==> src/rtl/scan_pkg.sv <==
// Shared types and sizing helpers for the configuration scan-chain loader.
package scan_pkg;

  typedef enum logic [1:0] {IDLE, LOAD, SHIFT, DONE} scan_ld_state_t;

  function automatic int unsigned calc_num_words(input int unsigned chain_len,
                                                 input int unsigned data_w);
    return (chain_len + data_w - 1) / data_w;
  endfunction

  function automatic int unsigned calc_last_bits(input int unsigned chain_len,
                                                 input int unsigned data_w);
    return chain_len - (calc_num_words(chain_len, data_w) - 1) * data_w;
  endfunction

  // Width of a counter that must hold the values 0..n inclusive.
  function automatic int unsigned cnt_w(input int unsigned n);
    return (n < 1) ? 1 : $clog2(n + 1);
  endfunction

endpackage

==> src/rtl/scan_rb_deser.sv <==
// Packs the bits returning on so into LSB-first readback words; the final
// partial word of a pass is flushed with its upper bits zero.
module scan_rb_deser
  import scan_pkg::*;
#(
  parameter int unsigned CHAIN_LEN = 64,
  parameter int unsigned DATA_W    = 32
) (
  input  logic              clk,
  input  logic              reset,
  input  logic              cap_en,
  input  logic              so,
  output logic [DATA_W-1:0] rb_data,
  output logic              rb_valid
);

  localparam int unsigned CW = cnt_w(CHAIN_LEN);
  localparam int unsigned BW = cnt_w(DATA_W);

  logic [DATA_W-1:0] pack;
  logic [DATA_W-1:0] pack_next;
  logic [BW-1:0]     bpos;
  logic [CW-1:0]     ccnt;
  logic              last_cap;
  logic              word_done;

  always_comb begin
    pack_next = pack | (DATA_W'(so) << bpos);
    last_cap  = (ccnt == CW'(CHAIN_LEN - 1));
    word_done = (bpos == BW'(DATA_W - 1)) || last_cap;
  end

  always_ff @(posedge clk) begin
    if (reset) begin
      pack     <= '0;
      bpos     <= '0;
      ccnt     <= '0;
      rb_data  <= '0;
      rb_valid <= 1'b0;
    end else begin
      rb_valid <= 1'b0;
      if (cap_en) begin
        if (word_done) begin
          rb_data  <= pack_next;
          rb_valid <= 1'b1;
          pack     <= '0;
          bpos     <= '0;
        end else begin
          pack <= pack_next;
          bpos <= bpos + 1'b1;
        end
        ccnt <= last_cap ? '0 : ccnt + 1'b1;
      end
    end
  end

endmodule

==> src/rtl/scan_chain_loader.sv <==
// Serializes DATA_W-bit config words LSB-first onto the scan chain, one
// CHAIN_LEN-bit pass per start, and repacks the displaced contents.
module scan_chain_loader
  import scan_pkg::*;
#(
  parameter int unsigned CHAIN_LEN = 64,
  parameter int unsigned DATA_W    = 32
) (
  input  logic              clk,
  input  logic              reset,
  input  logic              start,
  input  logic [DATA_W-1:0] cfg_data,
  input  logic              cfg_valid,
  output logic              cfg_ready,
  output logic              se,
  output logic              si,
  input  logic              so,
  output logic [DATA_W-1:0] rb_data,
  output logic              rb_valid,
  output logic              busy,
  output logic              done
);

  localparam int unsigned NUM_WORDS = calc_num_words(CHAIN_LEN, DATA_W);
  localparam int unsigned CW        = cnt_w(CHAIN_LEN);
  localparam int unsigned AW        = cnt_w(NUM_WORDS);
  localparam int unsigned BW        = cnt_w(DATA_W);

  scan_ld_state_t state, state_d;

  logic [DATA_W-1:0] sr;
  logic [DATA_W-1:0] hr;
  logic              hr_full;
  logic [CW-1:0]     shift_cnt;
  logic [AW-1:0]     acc_cnt;
  logic [BW-1:0]     bit_idx;

  logic accept;
  logic emit;
  logic last_bit;
  logic word_end;
  logic sr_from_hr;
  logic sr_from_in;
  logic hr_wr;

  assign busy      = (state != IDLE);
  assign cfg_ready = busy && !hr_full && (acc_cnt < AW'(NUM_WORDS));
  assign accept    = cfg_valid && cfg_ready;
  assign last_bit  = (shift_cnt == CW'(CHAIN_LEN - 1));
  assign word_end  = (bit_idx == BW'(DATA_W - 1)) || last_bit;

  always_ff @(posedge clk) begin
    if (reset) state <= IDLE;
    else       state <= state_d;
  end

  // A word arriving on the last bit of the current one goes straight into SR
  // so the shift stream continues without a bubble.
  always_comb begin
    state_d    = state;
    emit       = 1'b0;
    sr_from_hr = 1'b0;
    sr_from_in = 1'b0;
    case (state)
      IDLE: if (start) state_d = LOAD;
      LOAD: begin
        if (hr_full) begin
          sr_from_hr = 1'b1;
          state_d    = SHIFT;
        end else if (accept) begin
          sr_from_in = 1'b1;
          state_d    = SHIFT;
        end
      end
      SHIFT: begin
        emit = 1'b1;
        if (last_bit)      state_d    = DONE;
        else if (word_end) begin
          if (hr_full)     sr_from_hr = 1'b1;
          else if (accept) sr_from_in = 1'b1;
          else             state_d    = LOAD;
        end
      end
      DONE:    state_d = IDLE;
      default: state_d = IDLE;
    endcase
    hr_wr = accept && !sr_from_in;
  end

  always_ff @(posedge clk) begin
    if (reset) begin
      se        <= 1'b0;
      si        <= 1'b0;
      done      <= 1'b0;
      sr        <= '0;
      hr        <= '0;
      hr_full   <= 1'b0;
      shift_cnt <= '0;
      acc_cnt   <= '0;
      bit_idx   <= '0;
    end else begin
      done <= (state == DONE);
      se   <= emit;
      if (emit) begin
        si        <= sr[0];
        sr        <= sr >> 1;
        shift_cnt <= shift_cnt + 1'b1;
        bit_idx   <= word_end ? '0 : bit_idx + 1'b1;
      end
      if (state == IDLE && start) begin
        shift_cnt <= '0;
        acc_cnt   <= '0;
        bit_idx   <= '0;
        hr_full   <= 1'b0;
      end else if (accept) begin
        acc_cnt <= acc_cnt + 1'b1;
      end
      if (sr_from_hr)      sr <= hr;
      else if (sr_from_in) sr <= cfg_data;
      if (hr_wr) begin
        hr      <= cfg_data;
        hr_full <= 1'b1;
      end else if (sr_from_hr) begin
        hr_full <= 1'b0;
      end
    end
  end

  scan_rb_deser #(
    .CHAIN_LEN(CHAIN_LEN),
    .DATA_W   (DATA_W)
  ) u_deser (
    .clk     (clk),
    .reset   (reset),
    .cap_en  (se),
    .so      (so),
    .rb_data (rb_data),
    .rb_valid(rb_valid)
  );

endmodule
==> config.mk <==
export PLATFORM = sky130hd
export DESIGN_NAME = scan_chain_loader
export DESIGN_NICKNAME = d
export VERILOG_FILES = /design/src/rtl/scan_pkg.sv /design/src/rtl/scan_rb_deser.sv /design/src/rtl/scan_chain_loader.sv
export SDC_FILE = /design/constraint.sdc
export NUM_CORES = 1
export LEC_CHECK = 0
export ABC_CLOCK_PERIOD_IN_PS = 3030
export CAP_MARGIN = 20
export CORE_MARGIN = 2
export CORE_UTILIZATION = 40
export CTS_BUF_LIST = sky130_fd_sc_hd__clkbuf_4
export DETAILED_ROUTE_END_ITERATION = 10
export GPL_TIMING_DRIVEN = 0
export HOLD_SLACK_MARGIN = 0.03
export MAX_ROUTING_LAYER = met4
export PLACE_DENSITY = 0.62
export SYNTH_ARGS = -nofsm -noshare
export SYNTH_HDL_FRONTEND = slang
export SYNTH_SLANG_ARGS = --single-unit
==> constraint.sdc <==
create_clock -name clk -period 3.03 [get_ports clk]
set_input_delay 0.606 -clock clk [delete_from_list [all_inputs] [get_ports clk]]
set_output_delay 0.606 -clock clk [all_outputs]
set_load 0.005 [all_outputs]
==> results of run 1 <==
==> registers in the layout, summed over array words and instances (netlist names), 6 cells and up <==
name and flops:
sr 32, u_deser.rb_data 32, u_deser.ccnt 7, u_deser.pack 32, u_deser.bpos 6, bit_idx 6
hr 32, shift_cnt 7
==> report_power, final <==
group / switching, W / leakage (nW) / internal, W
registers: 0.0000809 / 1.32 / 0.00227
logic: 0.00110 / 2.05 / 0.000678
clock network: 0.000972 / 0.170 / 0.000404
==> cells in the mapped netlist, drive strengths merged, types with 2 or more instances <==
library cell	n	area share
buf	33	0.030
nand4	7	0.0064
nor2b	2	0.0016
and2	65	0.052
a31oi	2	0.0016
nor4bb	2	0.0026
mux2i	36	0.046
nor3	5	0.0046
a21o	2	0.0019
or2	2	0.0016
ha	8	0.013
a31o	32	0.036
a221oi	30	0.057
clkbuf	39	0.023
xor2	9	0.010
or3b	3	0.0037
nor2	132	0.064
a22oi	4	0.0045
or3	2	0.0018
dfxtp	163	0.42
a21oi	71	0.047
inv	36	0.017
and3	3	0.0030
nand2	110	0.053
a311oi	3	0.0034
nor3b	6	0.0077
a211oi	32	0.031
xnor2	6	0.0067
o21ai	37	0.027
==> layout make-up <==
cell class | instances | area share
clock inverter | 15 | 0.02212
tap | 265 | 0.03596
buffer | 72 | 0.04438
timing repair buffer | 75 | 0.08088
sequential | 163 | 0.3539
multi-input combinational | 628 | 0.4343
clock buffer | 17 | 0.01384
inverter | 36 | 0.01466
==> cells by family (layout without fill, tap and decap cells) <==
kind of cell    count (synthesis)  count (layout)  share of synthesized area
fa+ha+maj                       8               8                    0.01281
xor+xnor                       15              15                    0.01682
flops                         163             163                     0.4177
buf+inv                       108             215                    0.06968
mux                            36              36                    0.04613
compound gates                222             222                     0.2228
simple gates                  347             347                     0.2140
==> per-layer routing <==
layer  track usage  wire length, µm  vias up
met2        0.3256             9063       86
met1        0.2452             9311     2988
li1              -                -     3285
met5             -                0        -
met3       0.03865              588        4
met4       0.04747               56        0
==> how the worst max path moves through the flow <==
stage                      endpoint  slack (ns)
after floorplan              sr[29]        1.11
after detailed placement     hr[26]        0.36
after global placement      hr_full        0.33
after CTS                 cfg_ready        0.20
after global routing      cfg_ready        0.13
final                     cfg_ready        0.32
==> worst max-delay path: cells and delay by family, from the launching register on <==
family / cells / cell delay (ns)
flops: 1 / 0.44
simple gates: 1 / 0.19
fa+ha+maj: 1 / 0.27
buf+inv: 2 / 0.63
==> through the flow <==
stage	util	worst slack, ns
global placement	0.4595	0.3308
global route	0.4769	0.1275
finish	0.4769	0.3186
detailed placement	0.4595	0.3589
floorplan	-	1.112
CTS	0.4766	0.2025
==> placed cells by master, fill, tap and decap left out, drive strengths merged, types with 6 or more instances in the layout <==
cell type / n
clkinv: 10
a221oi: 30
inv: 41
nand4: 7
o21ai: 37
ha: 8
a21oi: 71
a31o: 32
buf: 33
mux2i: 36
and2: 65
clkbuf: 57
dfxtp: 163
a211oi: 32
nor3b: 6
xor2: 9
nor2: 132
clkdlybuf4s50: 74
nand2: 110
xnor2: 6
==> out/metrics.yaml, run 1 <==
hold_path:
  min_path_cells: 2
  min_from: "sr[3]"
  min_path_type: "register to register"
  hold_end: "sr[3]"
worst_setup_path:
  worst_setup_path_start_kind: "register"
  crit_chain: "inv_1 -> ha_1 -> nor3_1 -> clkdlybuf4s50_1"
  rr_worst_depth: 8
  critPathSlowestCell: "clkdlybuf4s50_1"
  crit_path_max_fanout: 5
  cpPeakStageDelay_ns: 0.54
  r2r-end: "sr[19]"
  worstPathArrival_ns: 2.11
  path_class: "register to primary output"
  crit_required_ns: 2.42
  rrSetupSlack_ns: 0.65
  r2r-start: "state[0]"
  critPathLaunch: "state[0]"
  endpoint_kind: "primary output"
clock_tree:
  cts_hold_buf: 0
  cts_htree_levels: 4
  clk_latency_ns: 0.59
  max-clock-path-buffers: 2
  postCtsSetupBuffers: 0
  cts_sinks: 163
  root_buffer: "clkbuf_4"
  postCtsResizedCells: 0
  cts_buffers: 17
  clk_pin_slew_ns: 0.17
  cts_tree: "built"
synth:
  ys_types: 68
  syn_inst: 899
  synth_ff_type: "dfxtp_1"
  synth_area_um2: 7811
  async_flop_share: 0
  postSynthNetCount: 944
  synth_edf_count: 0
  syn_area_per_cell_um2: 8.689
  ys_seq_area_frac: 0.4177
  ys_warn_count: 0
  ys_seq_elements: 163
placement:
  place_inst: 1238
  placed_area_um2: 8884
  numPortBuffers: 74
  dp_hpwl_um: 13100
  routabilityCongestion: 0.8084
layout:
  multi_input_area_um2: 4004
  register_area_um2: 3263
  syn2layout_area_growth_pct: 18.04
  fin_nets: 1038
  nFillCells: 1981
  antennaDiodeCount: 0
  fin_cells: 1271
  drive_above_1_share: 0.1173
  final_area_um2: 9220
route:
  wirelength_um: 19020
  viasPerCell: 5.006
  dr.pass1.iters: 5
  ant_nets: 0
  wl_per_cell_um: 14.96
  drc: 0
  first_iter_violations: 277
  via_count: 6363
grt:
  grt_pass1_vias: 6182
  grt_antenna_before_repair: 0
  grt_pass1_wl_um: 31310
  grt_max_degree: 21
  grt_overflow_total: 0
  grt_usage: 0.1957
floorplanning:
  die_area_um2: 20660
  initial_core_util: 0.4040
  pin_count: 75
  row_count: 51
  die_x_um: 143.7
  coreArea_um2: 19330
  die_h_um: 143.7
sta:
  hold_ws_ns: 0.4611
  maxSlewViolCount: 0
  rsz0062_at_grt: "no"
  setup_viol: 0
  setup_tns_ns: 0
  relSlewSlack: 0.4887
  hold_viol: 0
  post-route-period-util: 0.8948
  tightest_slew_ns: 0.7611
  max_freq_mhz: 368.8
  layout_min_cycle_time_ns: 2.711
  clock_skew_ns: 0.03304
power_and_ir_drop:
  peakVddDrop_v: 0.0002581
  power_w: 0.005505
  p_per_area_nw_per_um2: 597.1
  leakage_nw: 3.539
outcome:
  status: "finished clean"
run:
  drv_cap: 0
No activity file was read; power rests on OpenSTA's default activity.
==> run 2, diff against run 1 <==
--- a/config.mk
+++ b/config.mk
@@ -6,15 +6,14 @@
 export NUM_CORES = 1
 export LEC_CHECK = 0
 export ABC_CLOCK_PERIOD_IN_PS = 3030
-export CAP_MARGIN = 20
 export CORE_MARGIN = 2
 export CORE_UTILIZATION = 40
 export CTS_BUF_LIST = sky130_fd_sc_hd__clkbuf_4
 export DETAILED_ROUTE_END_ITERATION = 10
 export GPL_TIMING_DRIVEN = 0
 export HOLD_SLACK_MARGIN = 0.03
-export MAX_ROUTING_LAYER = met4
 export PLACE_DENSITY = 0.62
 export SYNTH_ARGS = -nofsm -noshare
 export SYNTH_HDL_FRONTEND = slang
 export SYNTH_SLANG_ARGS = --single-unit
+export TNS_END_PERCENT = 5
==> run 2 against run 1 <==
Register-to-register slack improved by 0.02 ns. Via count barely moved. Hold slack about the same. Global-route usage fell by 0.56 points. Sequential share of layout area is essentially flat. Core utilization about the same. Combinational power barely moved. Fmax barely moved. Setup slack worse by 0.00071 ns. Sequential power about the same.
==> out/metrics.yaml, run 2 (synthesis results as in run 1) <==
outcome:
  status: "finished clean"
route:
  drc: 0
  ant_nets: 0
  dr.pass1.iters: 4
  viasPerCell: 5.012
  wirelength_um: 19060
  first_iter_violations: 255
  via_count: 6365
  wl_per_cell_um: 15.01
clock_tree:
  cts_htree_levels: 4
  cts_hold_buf: 0
  postCtsResizedCells: 0
  cts_tree: "built"
  root_buffer: "clkbuf_4"
  cts_buffers: 17
  max-clock-path-buffers: 2
  postCtsSetupBuffers: 0
  cts_sinks: 163
  clk_pin_slew_ns: 0.17
  clk_latency_ns: 0.60
placement:
  dp_hpwl_um: 13100
  numPortBuffers: 74
  routabilityCongestion: 0.7970
  placed_area_um2: 8884
worst_setup_path:
  crit_chain: "inv_1 -> ha_1 -> nor3_1 -> clkdlybuf4s50_1"
  critPathSlowestCell: "clkdlybuf4s50_1"
  path_class: "register to primary output"
  crit_path_max_fanout: 5
  worstPathArrival_ns: 2.11
  crit_required_ns: 2.42
  worst_setup_path_start_kind: "register"
  cpPeakStageDelay_ns: 0.54
  rrSetupSlack_ns: 0.67
  endpoint_kind: "primary output"
layout:
  antennaDiodeCount: 0
  syn2layout_area_growth_pct: 17.97
  drive_above_1_share: 0.1164
  final_cell_mix: "dfxtp_1 (163), nor2_1 (131), nand2_1 (110)"
  fin_nets: 1037
  final_area_um2: 9215
  final_common_cell: "dfxtp_1"
floorplanning:
  die_x_um: 143.7
  row_count: 51
  pin_count: 75
  initial_core_util: 0.4040
  coreArea_um2: 19330
  die_area_um2: 20660
  die_h_um: 143.7
grt:
  grt_pass1_vias: 6177
  grt_antenna_before_repair: 0
  grt_usage: 0.1901
  grt_max_degree: 21
  grt_pass1_wl_um: 31280
  grt_overflow_total: 0
power_and_ir_drop:
  peakVddDrop_v: 0.0002552
  p_per_area_nw_per_um2: 597.7
  power_w: 0.005508
  leakage_nw: 3.534
sta:
  rsz0062_at_grt: "no"
  post-route-period-util: 0.8951
  setup_tns_ns: 0
  max_freq_mhz: 368.7
  hold_viol: 0
  setup_viol: 0
  tightest_slew_ns: 1.154
  relSlewSlack: 0.2287
  maxSlewViolCount: 0
  layout_min_cycle_time_ns: 2.712
  clock_skew_ns: 0.02950
run:
  drv_cap: 0
hold_path:
  min_path_type: "register to register"
run 2: changes by cell type in the layout (fill, tap and decap cells not counted):
cell / delta
clkbuf_2: -1
run 2: path summary, 6_finish.rpt:
kind,from,endpoint,cells past startpoint
worst min-delay path,sr[3],sr[3],2
worst max register to register,state[0],sr[19],8
worst max-delay path,state[0],cfg_ready,4
worst min register to register,sr[3],sr[3],2
run 2: power by group:
part | internal, W | switching (W) | total (W)
sequential | 0.00227 | 0.0000807 | 0.00236
combinational | 0.000678 | 0.00110 | 0.00177
clock | 0.000404 | 0.000974 | 0.00138
run 2: area by class of cell:
type	instances	area (µm²)
clock inverters	15	203.9
flip-flops and latches	163	3263
inverters	36	135.1
fillers	1982	10120
clock buffers	17	127.6
multi-input cells	628	4004
plain buffers	72	409.1
repair buffers	74	740.7
well taps	265	331.6
run 2: stage by stage:
| step | hold WS (ns) | std cells | worst slack [ns] | utilization |
|---|---|---|---|---|
| after floorplan | 0.4291 | 899 | 1.112 | - |
| after global placement | 0.4426 | 1238 | 0.3308 | 0.4595 |
| after CTS | 0.4667 | 1270 | 0.2025 | 0.4766 |
| after detailed placement | 0.4461 | 1238 | 0.3589 | 0.4595 |
| after global routing | 0.4930 | 1270 | 0.1340 | 0.4766 |
| final | 0.4614 | 1270 | 0.3179 | 0.4766 |
run 2: layer usage:
layer,vias up,global-route usage,part of all wire
met4,0,0.04747,0.011
met1,2979,0.2436,0.49
met3,17,0.04165,0.036
met2,92,0.3248,0.47
met5,-,0,0
li1,3277,-,-
run 2: worst max-delay path: cells and delay by family (launching register included):
family	cells	cell delay, ns
buffers and inverters	2	0.63
adder cells (fa/ha/maj)	1	0.27
AND/OR/NAND/NOR	1	0.19
flip-flops	1	0.44
